==> config.mk <==
export PLATFORM = sky130hd
export DESIGN_NAME = seq_alu
export DESIGN_NICKNAME = d
export VERILOG_FILES = /design/src/rtl/alu_pkg.sv /design/src/rtl/alu_core.sv /design/src/rtl/seq_alu.sv
export SDC_FILE = /design/constraint.sdc
export NUM_CORES = 1
export LEC_CHECK = 0
export ABC_AREA = 1
export BUFFER_PORTS_ARGS = -buffer_cell sky130_fd_sc_hd__clkbuf_2
export CORE_UTILIZATION = 65
export CTS_CLUSTER_SIZE = 16
export DETAILED_ROUTE_END_ITERATION = 10
export PLACE_DENSITY = 0.85
export SYNTH_ARGS = -nofsm -noshare
export SYNTH_HDL_FRONTEND = slang
export SYNTH_SLANG_ARGS = --single-unit
export TNS_END_PERCENT = 30
==> constraint.sdc <==
create_clock -name clk -period 3.9 [get_ports clk]
set_clock_uncertainty 0.1 [all_clocks]
set_input_delay 0.195 -clock clk [delete_from_list [all_inputs] [get_ports clk]]
set_output_delay 0.195 -clock clk [all_outputs]
set_load 0.03 [all_outputs]
==> src/rtl/alu_pkg.sv <==
// Shared definitions for the sequential ALU: function codes, FSM encoding
// and the add/sub signed-overflow helper.
package alu_pkg;

    localparam logic [2:0] FXN_PASS_A = 3'b000;
    localparam logic [2:0] FXN_PASS_B = 3'b001;
    localparam logic [2:0] FXN_ADD    = 3'b010;
    localparam logic [2:0] FXN_SUB    = 3'b011;
    localparam logic [2:0] FXN_AND    = 3'b100;
    localparam logic [2:0] FXN_OR     = 3'b101;
    localparam logic [2:0] FXN_MUL    = 3'b110;
    localparam logic [2:0] FXN_SHL    = 3'b111;

    typedef enum logic [1:0] {
        ST_IDLE = 2'b00,
        ST_RUN  = 2'b01,
        ST_DONE = 2'b10
    } state_e;

    // Subtraction is A + ~B + 1, so the effective B sign is inverted.
    function automatic logic add_sub_ovf(input logic a_msb, input logic b_msb,
                                         input logic r_msb, input logic is_sub);
        logic b_eff;
        b_eff = b_msb ^ is_sub;
        return (a_msb == b_eff) && (r_msb != a_msb);
    endfunction

endpackage

==> src/rtl/alu_core.sv <==
// Combinational single-cycle operations (pass, add, sub, and, or).
// Multiply and shift codes yield zeros here; the sequencer handles them.
module alu_core #(
    parameter int WIDTH = 6
) (
    input  logic [2:0]       fxn,
    input  logic [WIDTH-1:0] a,
    input  logic [WIDTH-1:0] b,
    output logic [WIDTH-1:0] result,
    output logic             c_out,
    output logic             o_flow
);
    import alu_pkg::*;

    logic [WIDTH:0] sum_s;

    // Result and flags for the single-cycle function codes.
    always_comb begin
        result = '0;
        c_out  = 1'b0;
        o_flow = 1'b0;
        sum_s  = '0;
        case (fxn)
            FXN_PASS_A: result = a;
            FXN_PASS_B: result = b;
            FXN_ADD: begin
                sum_s  = {1'b0, a} + {1'b0, b};
                result = sum_s[WIDTH-1:0];
                c_out  = sum_s[WIDTH];
                o_flow = add_sub_ovf(a[WIDTH-1], b[WIDTH-1], sum_s[WIDTH-1], 1'b0);
            end
            FXN_SUB: begin
                // The extra MSB wraps to 1 exactly when A < B.
                sum_s  = {1'b0, a} - {1'b0, b};
                result = sum_s[WIDTH-1:0];
                c_out  = sum_s[WIDTH];
                o_flow = add_sub_ovf(a[WIDTH-1], b[WIDTH-1], sum_s[WIDTH-1], 1'b1);
            end
            FXN_AND: result = a & b;
            FXN_OR:  result = a | b;
            default: result = '0;
        endcase
    end

endmodule

==> src/rtl/seq_alu.sv <==
// Multi-cycle ALU with start/busy/done handshake: owns the FSM, the step
// counter and the iterative shift-add multiply and shift-left datapaths.
module seq_alu #(
    parameter int WIDTH = 6
) (
    input  logic             clk,
    input  logic             reset_n,
    input  logic             start,
    input  logic [2:0]       fxn,
    input  logic [WIDTH-1:0] input_a,
    input  logic [WIDTH-1:0] input_b,
    output logic [WIDTH-1:0] out,
    output logic             o_flow,
    output logic             c_out,
    output logic             busy,
    output logic             done
);
    import alu_pkg::*;

    localparam int CNT_W = $clog2(WIDTH + 1);
    localparam logic [CNT_W-1:0] STEPS_MAX = CNT_W'(WIDTH);
    localparam logic [WIDTH-1:0] SHIFT_CAP = WIDTH'(WIDTH);

    state_e               state_q, state_d;
    logic [2:0]           fxn_q, fxn_d;
    logic [WIDTH-1:0]     a_q, a_d, b_q, b_d;
    logic [CNT_W-1:0]     cnt_q, cnt_d;
    logic [2*WIDTH-1:0]   mcand_q, mcand_d, acc_q, acc_d;
    logic [WIDTH-1:0]     mplier_q, mplier_d;
    logic [WIDTH-1:0]     shv_q, shv_d;
    logic                 shc_q, shc_d, shl_en_q, shl_en_d;
    logic [WIDTH-1:0]     out_q, out_d;
    logic                 o_flow_q, o_flow_d, c_out_q, c_out_d;

    logic [WIDTH-1:0]     core_res_s;
    logic                 core_c_s, core_v_s;
    logic [2*WIDTH-1:0]   acc_step_s;
    logic [WIDTH-1:0]     shv_step_s;
    logic                 shc_step_s;
    logic [CNT_W-1:0]     shamt_s, steps_s;

    alu_core #(.WIDTH(WIDTH)) u_core (
        .fxn    (fxn_q),
        .a      (a_q),
        .b      (b_q),
        .result (core_res_s),
        .c_out  (core_c_s),
        .o_flow (core_v_s)
    );

    // Next-state, iteration step and result write-back.
    always_comb begin
        state_d  = state_q;
        fxn_d    = fxn_q;
        a_d      = a_q;
        b_d      = b_q;
        cnt_d    = cnt_q;
        mcand_d  = mcand_q;
        mplier_d = mplier_q;
        acc_d    = acc_q;
        shv_d    = shv_q;
        shc_d    = shc_q;
        shl_en_d = shl_en_q;
        out_d    = out_q;
        o_flow_d = o_flow_q;
        c_out_d  = c_out_q;

        acc_step_s = acc_q + (mplier_q[0] ? mcand_q : '0);
        shv_step_s = shl_en_q ? {shv_q[WIDTH-2:0], 1'b0} : shv_q;
        shc_step_s = shl_en_q ? shv_q[WIDTH-1] : shc_q;

        shamt_s = (input_b >= SHIFT_CAP) ? STEPS_MAX : input_b[CNT_W-1:0];
        case (fxn)
            FXN_MUL: steps_s = STEPS_MAX;
            FXN_SHL: steps_s = (shamt_s == '0) ? CNT_W'(1) : shamt_s;
            default: steps_s = CNT_W'(1);
        endcase

        case (state_q)
            ST_IDLE, ST_DONE: begin
                if (start) begin
                    state_d  = ST_RUN;
                    fxn_d    = fxn;
                    a_d      = input_a;
                    b_d      = input_b;
                    cnt_d    = steps_s;
                    mcand_d  = {{WIDTH{1'b0}}, input_a};
                    mplier_d = input_b;
                    acc_d    = '0;
                    shv_d    = input_a;
                    shc_d    = 1'b0;
                    shl_en_d = (shamt_s != '0);
                end else begin
                    state_d = ST_IDLE;
                end
            end
            ST_RUN: begin
                acc_d    = acc_step_s;
                mcand_d  = {mcand_q[2*WIDTH-2:0], 1'b0};
                mplier_d = {1'b0, mplier_q[WIDTH-1:1]};
                shv_d    = shv_step_s;
                shc_d    = shc_step_s;
                cnt_d    = cnt_q - CNT_W'(1);
                if (cnt_q == CNT_W'(1)) begin
                    state_d = ST_DONE;
                    case (fxn_q)
                        FXN_MUL: begin
                            out_d    = acc_step_s[WIDTH-1:0];
                            o_flow_d = |acc_step_s[2*WIDTH-1:WIDTH];
                            c_out_d  = 1'b0;
                        end
                        FXN_SHL: begin
                            out_d    = shv_step_s;
                            o_flow_d = 1'b0;
                            c_out_d  = shc_step_s;
                        end
                        default: begin
                            out_d    = core_res_s;
                            o_flow_d = core_v_s;
                            c_out_d  = core_c_s;
                        end
                    endcase
                end else begin
                    state_d = ST_RUN;
                end
            end
            default: state_d = ST_IDLE;
        endcase
    end

    // State and datapath registers with synchronous active-low reset.
    always_ff @(posedge clk) begin
        if (!reset_n) begin
            state_q  <= ST_IDLE;
            fxn_q    <= 3'b000;
            a_q      <= '0;
            b_q      <= '0;
            cnt_q    <= '0;
            mcand_q  <= '0;
            mplier_q <= '0;
            acc_q    <= '0;
            shv_q    <= '0;
            shc_q    <= 1'b0;
            shl_en_q <= 1'b0;
            out_q    <= '0;
            o_flow_q <= 1'b0;
            c_out_q  <= 1'b0;
        end else begin
            state_q  <= state_d;
            fxn_q    <= fxn_d;
            a_q      <= a_d;
            b_q      <= b_d;
            cnt_q    <= cnt_d;
            mcand_q  <= mcand_d;
            mplier_q <= mplier_d;
            acc_q    <= acc_d;
            shv_q    <= shv_d;
            shc_q    <= shc_d;
            shl_en_q <= shl_en_d;
            out_q    <= out_d;
            o_flow_q <= o_flow_d;
            c_out_q  <= c_out_d;
        end
    end

    assign out    = out_q;
    assign o_flow = o_flow_q;
    assign c_out  = c_out_q;
    assign busy   = (state_q == ST_RUN);
    assign done   = (state_q == ST_DONE);

endmodule
After elaboration in Yosys (flattened, before gate mapping)
Cells that the tools add are included.
Storage, ports and cells
  flip-flop bits (word level): 66
  word-level logic and storage cells: 78
Cells by class
  add/subtract/negate cells: 4
  $lt $le $gt $ge: 1
  eq/ne operators: 17
  multiplexer cells: 27
  bitwise logic cells: 3
  reductions and logical operators: 12
Operator list (number)
  $pmux 12 s2: 2
  $mux 12: 3
  $pmux 6 s2: 3
  $pmux 6 s6: 1
  $eq 3x3->1 const B: 6
  $mux 6: 3
  $add 12x12->12: 1
  $pmux 3 s2: 2
  $pmux 1 s2: 5
  $mux 3: 3
  $add 6x6->7: 1
  $sub 6x6->7: 1
  $and 6x6->6: 1
  $eq 3x1->1 const B: 2
  $eq 3x2->1 const B: 2
  $ge 6x3->1 const B: 1
  $logic_not 3->1: 2
  $or 6x6->6: 1
  $reduce_and 2->1: 3
  $reduce_or 6->1: 1
  $pmux 2 s2: 1
  $mux 1: 3
  $reduce_bool 3->1: 1
  $sub 3x1->3 const B: 1
  other kinds (11): 14

Depth between registers and ports, before layout
Gate-level depths: netlist of run 1.
  depth after elaboration: 7
  depth in mapped cells: 18

By module
From an unflattened synthesis of run 1, not the netlist that was laid out.
Unflattened totals
  cells, all modules: 666
  area, all modules: 4362.9 um^2
By module, submodules not included
  seq_alu: times used 1, cells an instance 499, area each 3422.0 um^2
  alu_core: times used 1, cells an instance 167, area each 940.9 um^2

Least setup slack after synthesis of run 1
Ideal clock, no wire load.
  path kind: register to register
  start point: register mplier_q[0]
  end point: register o_flow_q (netlist: o_flow)
  setup time: 0.120 ns
  arrival time: 2.076 ns
  required time: 3.680 ns
  slack: 1.605 ns
  stages on the path, launching flop included: 19
  buffers on the path: 1
  path through: dfxtp_1 > clkbuf_1 > nand2_1 > inv_1 > ha_1 > inv_1 > fa_1 > inv_1 > nand3_1 > nand2_1 > nand2_1 > nand2_1 > nand2_1 > nand2_1 > nand3_1 > nor2_1 > nand2_1 > nand2_1 > a21oi_1
On the way
  word-level cells in the longest chain between the ends: 4
Ends and longest elaborated chain
  from (decl): RTL line seq_alu.sv:29  | logic [WIDTH-1:0] mplier_q, mplier_d;
  from (signal assigned): RTL line seq_alu.sv:155  | mplier_q <= mplier_d;
  $mux 12: RTL line seq_alu.sv:68  | acc_step_s = acc_q + (mplier_q[0] ? mcand_q : '0);
  $add 12x12->12: RTL line seq_alu.sv:68
  $reduce_or 6->1: RTL line seq_alu.sv:109  | o_flow_d = |acc_step_s[2*WIDTH-1:WIDTH];
  $pmux 1 s2: RTL line seq_alu.sv:106  | case (fxn_q)
  to (signal assigned): RTL line seq_alu.sv:161  | o_flow_q <= o_flow_d;
  to (decl): RTL line seq_alu.sv:33  | logic o_flow_q, o_flow_d, c_out_q, c_out_d;
Every way passes these cells.
A chain may end at the register's enable or synchronous reset.

Worst setup path after layout of run 1
Same ends and word-level chain as after synthesis.

==> results.md, run 1 <==
• **result of the run** completed
• **initial antenna violation count** 0
• **Met1 Wirelength** 4950 um
• **Inserted Diodes** 0
• **average detailed-routed wire length per instance** 14.3 um
• **synthesized netlist cell count** 646
• **sum of overflow across all layers after global routing** 0
• **Die Height** 82.6 um
• **FILL cells** 507
• **first-pass GRT wire length** 17,000 um
• **largest stage delay on the critical path** 0.53 ns
• **switching power** 515 uW
• **Pint** 1100 uW
• **Post-Place Worst Slack** 1.48 ns
• **number of detailed-routing iterations run before antenna repair** 5
• **PnR worst setup slack** 1.41 ns
• **Area growth syn-to-layout** 8.66%
• **slowest CP cell** dfxtp_1
• **met3 wire len** 938 um
• **worst hold margin** 0.0230 ns
• **Final Cycle Share** 0.639
• **Site Rows** 28
• **commonest non-fill, non-tap cell in the layout** nand2_1
• **Final Critical Period** 2.49 ns
• **CP Class** reg -> reg
• **area taken by multi-input logic gates** 0.00247 mm2
• **Post-Route WL** 10,700 um
• **DP HPWL** 7840 um
• **leakage power total** 0.00220 uW
• **cell area after technology mapping** 0.00422 mm2
• **count of distinct cell types in the synthesized netlist** 38
• **hold-fix buffers at CTS** 0
• **ports placed on the boundary** 28
• **total power after layout** 1610 uW
• **cells along the critical path** nand2_1 -> inv_1 -> ha_1 -> inv_1 -> fa_1 -> inv_1 -> nand3_1 -> nand2_1 -> nand2_1 -> nand2_1 -> nand2_1 -> nand2_1 -> nand3_1 -> nor2_1 -> nand2_1 -> nand2_1 -> a21oi_1
• **clk_lat worst skew** 0.34 ns
• **combinational share of power** 0.173
• **number of violations reported at the end of detailed-routing iteration 0** 457
• **clock-pin slew of the registers on the worst-case setup and hold paths** 0.08 ns
• **total clock buffers created by CTS** 9
• **Seq. cell area** 0.00132 mm2
• **arrival time of the worst setup path** 2.62 ns
• **share of final-layout standard cells stronger than drive strength 1** 0.0936
• **CTS tree** built
• **Synth async-reset ratio** 0
• **slew at the pin closest to its max-slew limit** 0.688 ns
• **number of antenna-violating nets in the routed design** 0
• **area of the die** 0.00682 mm2
• **buffer count from post-CTS setup fixing** 0
• **Critical Path End Type** flip-flop
• **met2 wire length** 4550 um
• **number of max-slew violations in the final report** 0
• **area of placed instances** 0.00438 mm2
• **final setup fails** 0
• **number of max-capacitance violations reported** 0
• **power density cells** 352 mW/mm2
• **Post-Syn Area per Cell** 6.53 um2
• **net count after synthesis** 698
• **initial core utilization** 0.692
• **commonest non-fill, non-tap cells in the layout** nand2_1, inv_1, dfxtp_1
• **share of total power in the clock network** 0.364
• **Max H-tree Level** 3
• **cell depth of the worst min-delay path** 3
• **cell type with the highest occurrence count on the critical path** nand2_1
• **flop-to-flop setup slack** 1.41 ns
• **Sequential Power Share** 0.463
• **RSZ-0062 raised after global routing** no
• **overall track demand over capacity in global routing** 0.332
• **Worst Setup Start Kind** flip-flop
• **die width** 82.6 um
• **area of the core region** 0.00610 mm2
• **vias in the first global route** 3,674
• **pin count of the biggest net entering global routing** 47
• **number of warnings printed during yosys synthesis** 0
• **cell area after layout** 0.00458 mm2
• **maximum clock insertion buffer count** 2
• **TritonCTS Sinks** 66
• **detail-routed via count per cell** 5.80
• **number of synthesized register bits** 66
• **Critical Path Fanout Max** 13
• **required time of the worst setup path** 4.03 ns
• **layout net count** 720
• **Fin Setup TNS** 0 ns
• **Clock Tree Root** clkbuf_8
• **fraction of the yosys area taken by sequential cells** 0.313
• **IR Drop Worst-Case VDD** 0.341 mV
• **post-cts repair resize count** 0
• **class of the tightest hold or removal check** in -> reg
• **Remaining DRCs** 0
• **main flop type after synthesis** dfxtp_1
• **placer congestion estimate** 0.947
• **number of vias after detailed routing** 4,338
• **IO Port Bufs** 27
• **uppermost metal layer occupied by signal nets** met4
• **number of cells traversed by the worst register-to-register path** 17
• **total count of hold-check failures in the final report** 0
• **FMAX** 401 MHz
• **Post-synth EDFFs** 0
• **switching power as a share of total power** 0.319
• **worst relative slew slack** 0.540
-- routing by layer --
| layer | vias to the layer above | GRT usage |
|---|---|---|
| met5 | - | 0 |
| met4 | 0 | 0.122 |
| met3 | 29 | 0.0549 |
| met2 | 223 | 0.502 |
| met1 | 1942 | 0.471 |
| li1 | 2144 | - |
-- path summary, 6_finish.rpt --
| check | start | to |
|---|---|---|
| max | mplier_q[0] | o_flow |
| min | input_b[5] | b_q[5] |
| max reg2reg | mplier_q[0] | o_flow |
| min reg2reg | mcand_q[11] | mcand_q[11] |
-- per-stage QoR --
stage,std cells,util
after floorplan,646,-
after global placement,732,0.719
after detailed placement,732,0.719
after CTS,748,0.752
after global routing,748,0.752
final,748,0.752
-- final cells by class --
type                    instances  share of cell area
inverters                      93              0.0762
repair buffers                 29              0.0328
well taps                      75              0.0205
multi-input cells             469               0.538
clock buffers                  10              0.0278
clock inverters                 6              0.0161
flip-flops and latches         66               0.288
-- sequential cells by signal, indices dropped and copies added (netlist names), 2 cells and up --
| name | cells |
|---|---|
| acc_q | 12 |
| fxn_q | 3 |
| b_q | 6 |
| shv_q | 6 |
| cnt_q | 3 |
| mcand_q | 12 |
| state_q | 2 |
| out | 6 |
| mplier_q | 6 |
| a_q | 6 |
-- synthesized netlist by cell type (all sizes together) (2+ instances only) --
master  instances  share of area
nand2         214           0.19
inv            92          0.082
dfxtp          66           0.31
a21oi          55          0.065
nand3          42          0.050
nor2           39          0.038
ha             31          0.092
o21ai          22          0.026
a31oi          16          0.024
clkbuf         10         0.0089
buf             8          0.010
nand4           8          0.012
nor3            7          0.016
o22ai           7          0.010
or2             4         0.0059
xor2            4         0.0083
fa              3          0.014
nand3b          2         0.0036
o211ai          2         0.0036
o31ai           2         0.0036
xnor2           2         0.0042
-- worst max-delay path: cells and delay by family (launching register included) --
kind,cells,cell delay [ns]
buffers and inverters,3,0.23
AO/OA/AOI/OAI,1,0.06
adder cells (fa/ha/maj),2,0.59
AND/OR/NAND/NOR,11,0.85
flip-flops,1,0.53
-- logic make-up (layout without fill, tap and decap cells) --
kind of cell | Yosys count | count (layout) | synth area share
xor gates and xnor gates | 6 | 6 | 0.0125
buffers and inverters | 111 | 138 | 0.102
adders and majority gates | 34 | 34 | 0.106
DFF | 66 | 66 | 0.313
AOI/OAI and AO/OA | 113 | 113 | 0.150
and+or+nand+nor | 316 | 316 | 0.316
-- power by group through the flow --
stage	Clock (uW)	Sequential, uW	Combinational, uW
after detailed placement	0	761	271
after global routing	619	752	314
after CTS	595	745	274
after global placement	0	758	265
after floorplan	0	756	203
final	587	746	279
Note: power is estimated with default switching activity, not from simulation.
==> run 2: changes to the inputs <==
--- a/config.mk
+++ b/config.mk
@@ -7,10 +7,10 @@
 export LEC_CHECK = 0
 export ABC_AREA = 1
 export BUFFER_PORTS_ARGS = -buffer_cell sky130_fd_sc_hd__clkbuf_2
-export CORE_UTILIZATION = 65
+export CORE_UTILIZATION = 61
 export CTS_CLUSTER_SIZE = 16
 export DETAILED_ROUTE_END_ITERATION = 10
-export PLACE_DENSITY = 0.85
+export PLACE_DENSITY = 0.8
 export SYNTH_ARGS = -nofsm -noshare
 export SYNTH_HDL_FRONTEND = slang
 export SYNTH_SLANG_ARGS = --single-unit
==> constraint.sdc (replaced) <==
create_clock -name clk -period 2.35 [get_ports clk]
set_clock_uncertainty 0.1 [all_clocks]
set_input_delay 0.1175 -clock clk [delete_from_list [all_inputs] [get_ports clk]]
set_output_delay 0.1175 -clock clk [all_outputs]
set_load 0.03 [all_outputs]
==> results.md, run 2 (same netlist as run 1, synthesis figures left out) <==
• **result of the run** completed, unchanged
• **IR Drop Worst-Case VDD** 0.455 mV, was 0.341 mV
• **vias in the first global route** 4,000, was 3,674
• **slew at the pin closest to its max-slew limit** 0.862 ns, was 0.688 ns
• **cell type with the highest occurrence count on the critical path** nand2_1, unchanged
• **buffering stage count on the worst path with inverters included** 3, unchanged
• **detail-routed via count per cell** 5.62, was 5.80
• **DP HPWL** 8150 um, was 7840 um
• **power density cells** 595 mW/mm2, was 352 mW/mm2
• **CTS tree** built, unchanged
• **number of max-slew violations in the final report** 0, unchanged
• **number of cells traversed by the worst register-to-register path** 17, unchanged
• **Crit path depth** 17, unchanged
• **Fin Setup TNS** 0 ns, unchanged
• **Max H-tree Level** 3, unchanged
• **arrival time of the worst setup path** 2.29 ns, was 2.62 ns
• **FF-to-FF Start** mcand_q[0], was mplier_q[0]
• **kind of cell with the highest combined delay on the critical path** simple AND/OR/NAND/NOR gates, unchanged
• **largest registers** acc_q (12), mcand_q (12), unchanged
• **total clock buffers created by CTS** 9, unchanged
• **pin count of the biggest net entering global routing** 39, was 47
• **share of total power in the clock network** 0.389, was 0.364
• **switching power as a share of total power** 0.304, was 0.319
• **number of antenna-violating nets in the routed design** 0, unchanged
• **FMAX** 467 MHz, was 401 MHz
• **number of violations reported at the end of detailed-routing iteration 0** 405, was 457
• **Remaining DRCs** 0, unchanged
• **Critical Path Fanout Max** 3, was 13
• **placer congestion estimate** 0.949, was 0.947
• **commonest non-fill, non-tap cell in the layout** nand2_1, unchanged
• **die width** 85.2 um, was 82.6 um
• **HP Start** fxn[2], was input_b[5]
• **Setup crit end** o_flow, unchanged
• **Clock Tree Root** clkbuf_8, unchanged
• **initial antenna violation count** 0, unchanged
• **Final Critical Period** 2.14 ns, was 2.49 ns
• **switching power** 856 uW, was 515 uW
• **capture instance of the worst register-to-register path** o_flow, unchanged
• **TritonCTS Sinks** 66, unchanged
• **maximum clock insertion buffer count** 2, unchanged
• **commonest non-fill, non-tap cells in the layout** nand2_1, inv_1, dfxtp_1, unchanged
• **flop-to-flop setup slack** 0.21 ns, was 1.41 ns
• **Final Cycle Share** 0.911, was 0.639
• **Worst Setup Start Kind** flip-flop, unchanged
• **first-pass GRT wire length** 18,700 um, was 17,000 um
• **RSZ-0062 raised after global routing** no, unchanged
• **clock-pin slew of the registers on the worst-case setup and hold paths** 0.08 ns, about the same
• **slowest CP cell** fa_2, was dfxtp_1
• **initial core utilization** 0.649, was 0.692
• **average detailed-routed wire length per instance** 14.4 um, was 14.3 um
• **Sequential Power Share** 0.437, was 0.463
• **CP Class** reg -> reg, unchanged
• **combinational share of power** 0.173, about the same
• **area of the die** 0.00725 mm2, was 0.00682 mm2
• **overall track demand over capacity in global routing** 0.330, was 0.332
• **ports placed on the boundary** 28, unchanged
• **final setup fails** 0, unchanged
• **total power after layout** 2820 uW, was 1610 uW
• **largest stage delay on the critical path** 0.36 ns, was 0.53 ns
• **Die Height** 85.2 um, was 82.6 um
• **Area growth syn-to-layout** 12.4%, was 8.66%
• **buffer count from post-CTS setup fixing** 0, unchanged
• **Seq. cell area** 0.00132 mm2, about the same
• **sum of overflow across all layers after global routing** 0, unchanged
• **leakage power total** 0.00226 uW, was 0.00220 uW
• **clk_lat worst skew** 0.35 ns, was 0.34 ns
• **share of final-layout standard cells stronger than drive strength 1** 0.111, was 0.0936
• **total count of hold-check failures in the final report** 0, unchanged
• **area taken by multi-input logic gates** 0.00248 mm2, was 0.00247 mm2
• **Critical Path Start** mcand_q[0], was mplier_q[0]
• **number of max-capacitance violations reported** 0, unchanged
• **cells along the critical path** nand2_1 -> inv_1 -> ha_2 -> inv_1 -> fa_2 -> inv_1 -> nand3_1 -> nand2_2 -> nand2_1 -> nand2_1 -> nand2_1 -> nand2_1 -> nand3_1 -> nor2_1 -> nand2_1 -> nand2_1 -> a21oi_1, was nand2_1 -> inv_1 -> ha_1 -> inv_1 -> fa_1 -> inv_1 -> nand3_1 -> nand2_1 -> nand2_1 -> nand2_1 -> nand2_1 -> nand2_1 -> nand3_1 -> nor2_1 -> nand2_1 -> nand2_1 -> a21oi_1
• **area of the core region** 0.00649 mm2, was 0.00610 mm2
• **Inserted Diodes** 0, unchanged
• **FILL cells** 582, was 507
• **Site Rows** 29, was 28
• **Pint** 1960 uW, was 1100 uW
• **layout net count** 732, was 720
• **Critical Path End Type** flip-flop, unchanged
• **number of detailed-routing iterations run before antenna repair** 5, unchanged
• **worst relative slew slack** 0.422, was 0.540
• **Post-Route WL** 11,000 um, was 10,700 um
• **IO Port Bufs** 27, unchanged
• **number of vias after detailed routing** 4,284, was 4,338
• **class of the tightest hold or removal check** in -> reg, unchanged
• **required time of the worst setup path** 2.50 ns, was 4.03 ns
-- run 2: cell types whose count changed in the layout (fill, tap and decap cells not counted), moves of 2 or more --
cell,delta
ha_1,-2
ha_2,+2
clkinvlp_4,+2
dfxtp_2,+2
dlygate4sd3_1,+6
dfxtp_1,-2
buf_4,+5
clkinv_4,-3
-- run 2: power groups by stage --
stage / clock, uW / sequential, uW / combinational, uW
global placement: 0 / 1250 / 461
CTS: 1110 / 1230 / 481
floorplan: 0 / 1250 / 337
finish: 1100 / 1230 / 489
detailed placement: 0 / 1260 / 470
global route: 1160 / 1240 / 548
-- run 2: worst reg2reg max path, delay by kind of cell, from the launching register on --
kind / cells / cell delay (ns)
AOI/OAI and AO/OA: 1 / 0.05
DFF: 1 / 0.34
buffers and inverters: 3 / 0.19
adders and majority gates: 2 / 0.54
and+or+nand+nor: 11 / 0.81
-- run 2: timing repair --
item,4_1_cts,5_1_grt
hold buffers,6,0
hold endpoints to repair,11,0
setup endpoints to repair,0,2
resized for setup,0,6
-- run 2: layer usage --
layer	wire length, um	share of wire	vias up	global-route usage
met2	4740	0.43	178	0.507
met1	5110	0.47	1922	0.462
met4	206	0.019	0	0.114
met3	913	0.083	23	0.0642
li1	-	-	2161	-
met5	0	0	-	0
-- run 2: stage by stage --
stage,instances,hold slack (ns),utilization,worst slack (ns),cell area [um2]
after floorplan,646,0.156,-,0.0549,4220
after global placement,740,0.302,0.684,0.241,4440
after detailed placement,740,0.315,0.684,0.146,4440
after CTS,762,0.0140,0.728,0.129,4730
after global routing,762,0.0327,0.730,0.0257,4740
final,762,0.0126,0.730,0.210,4740
-- run 2: layout make-up --
type	count	share of cell area
timing repair buffer	41	0.0565
clock inverter	6	0.0187
multi-input combinational	469	0.523
clock buffer	10	0.0290
inverter	93	0.0736
sequential	66	0.279
tap	77	0.0203
-- run 2: worst min path at each step --
stage | end | cells after the start
after global routing | fxn_q[0] | 3
after global placement | b_q[3] | 3
after detailed placement | b_q[3] | 3
after floorplan | fxn_q[0] | 2
after CTS | fxn_q[0] | 3
final | fxn_q[2] | 3
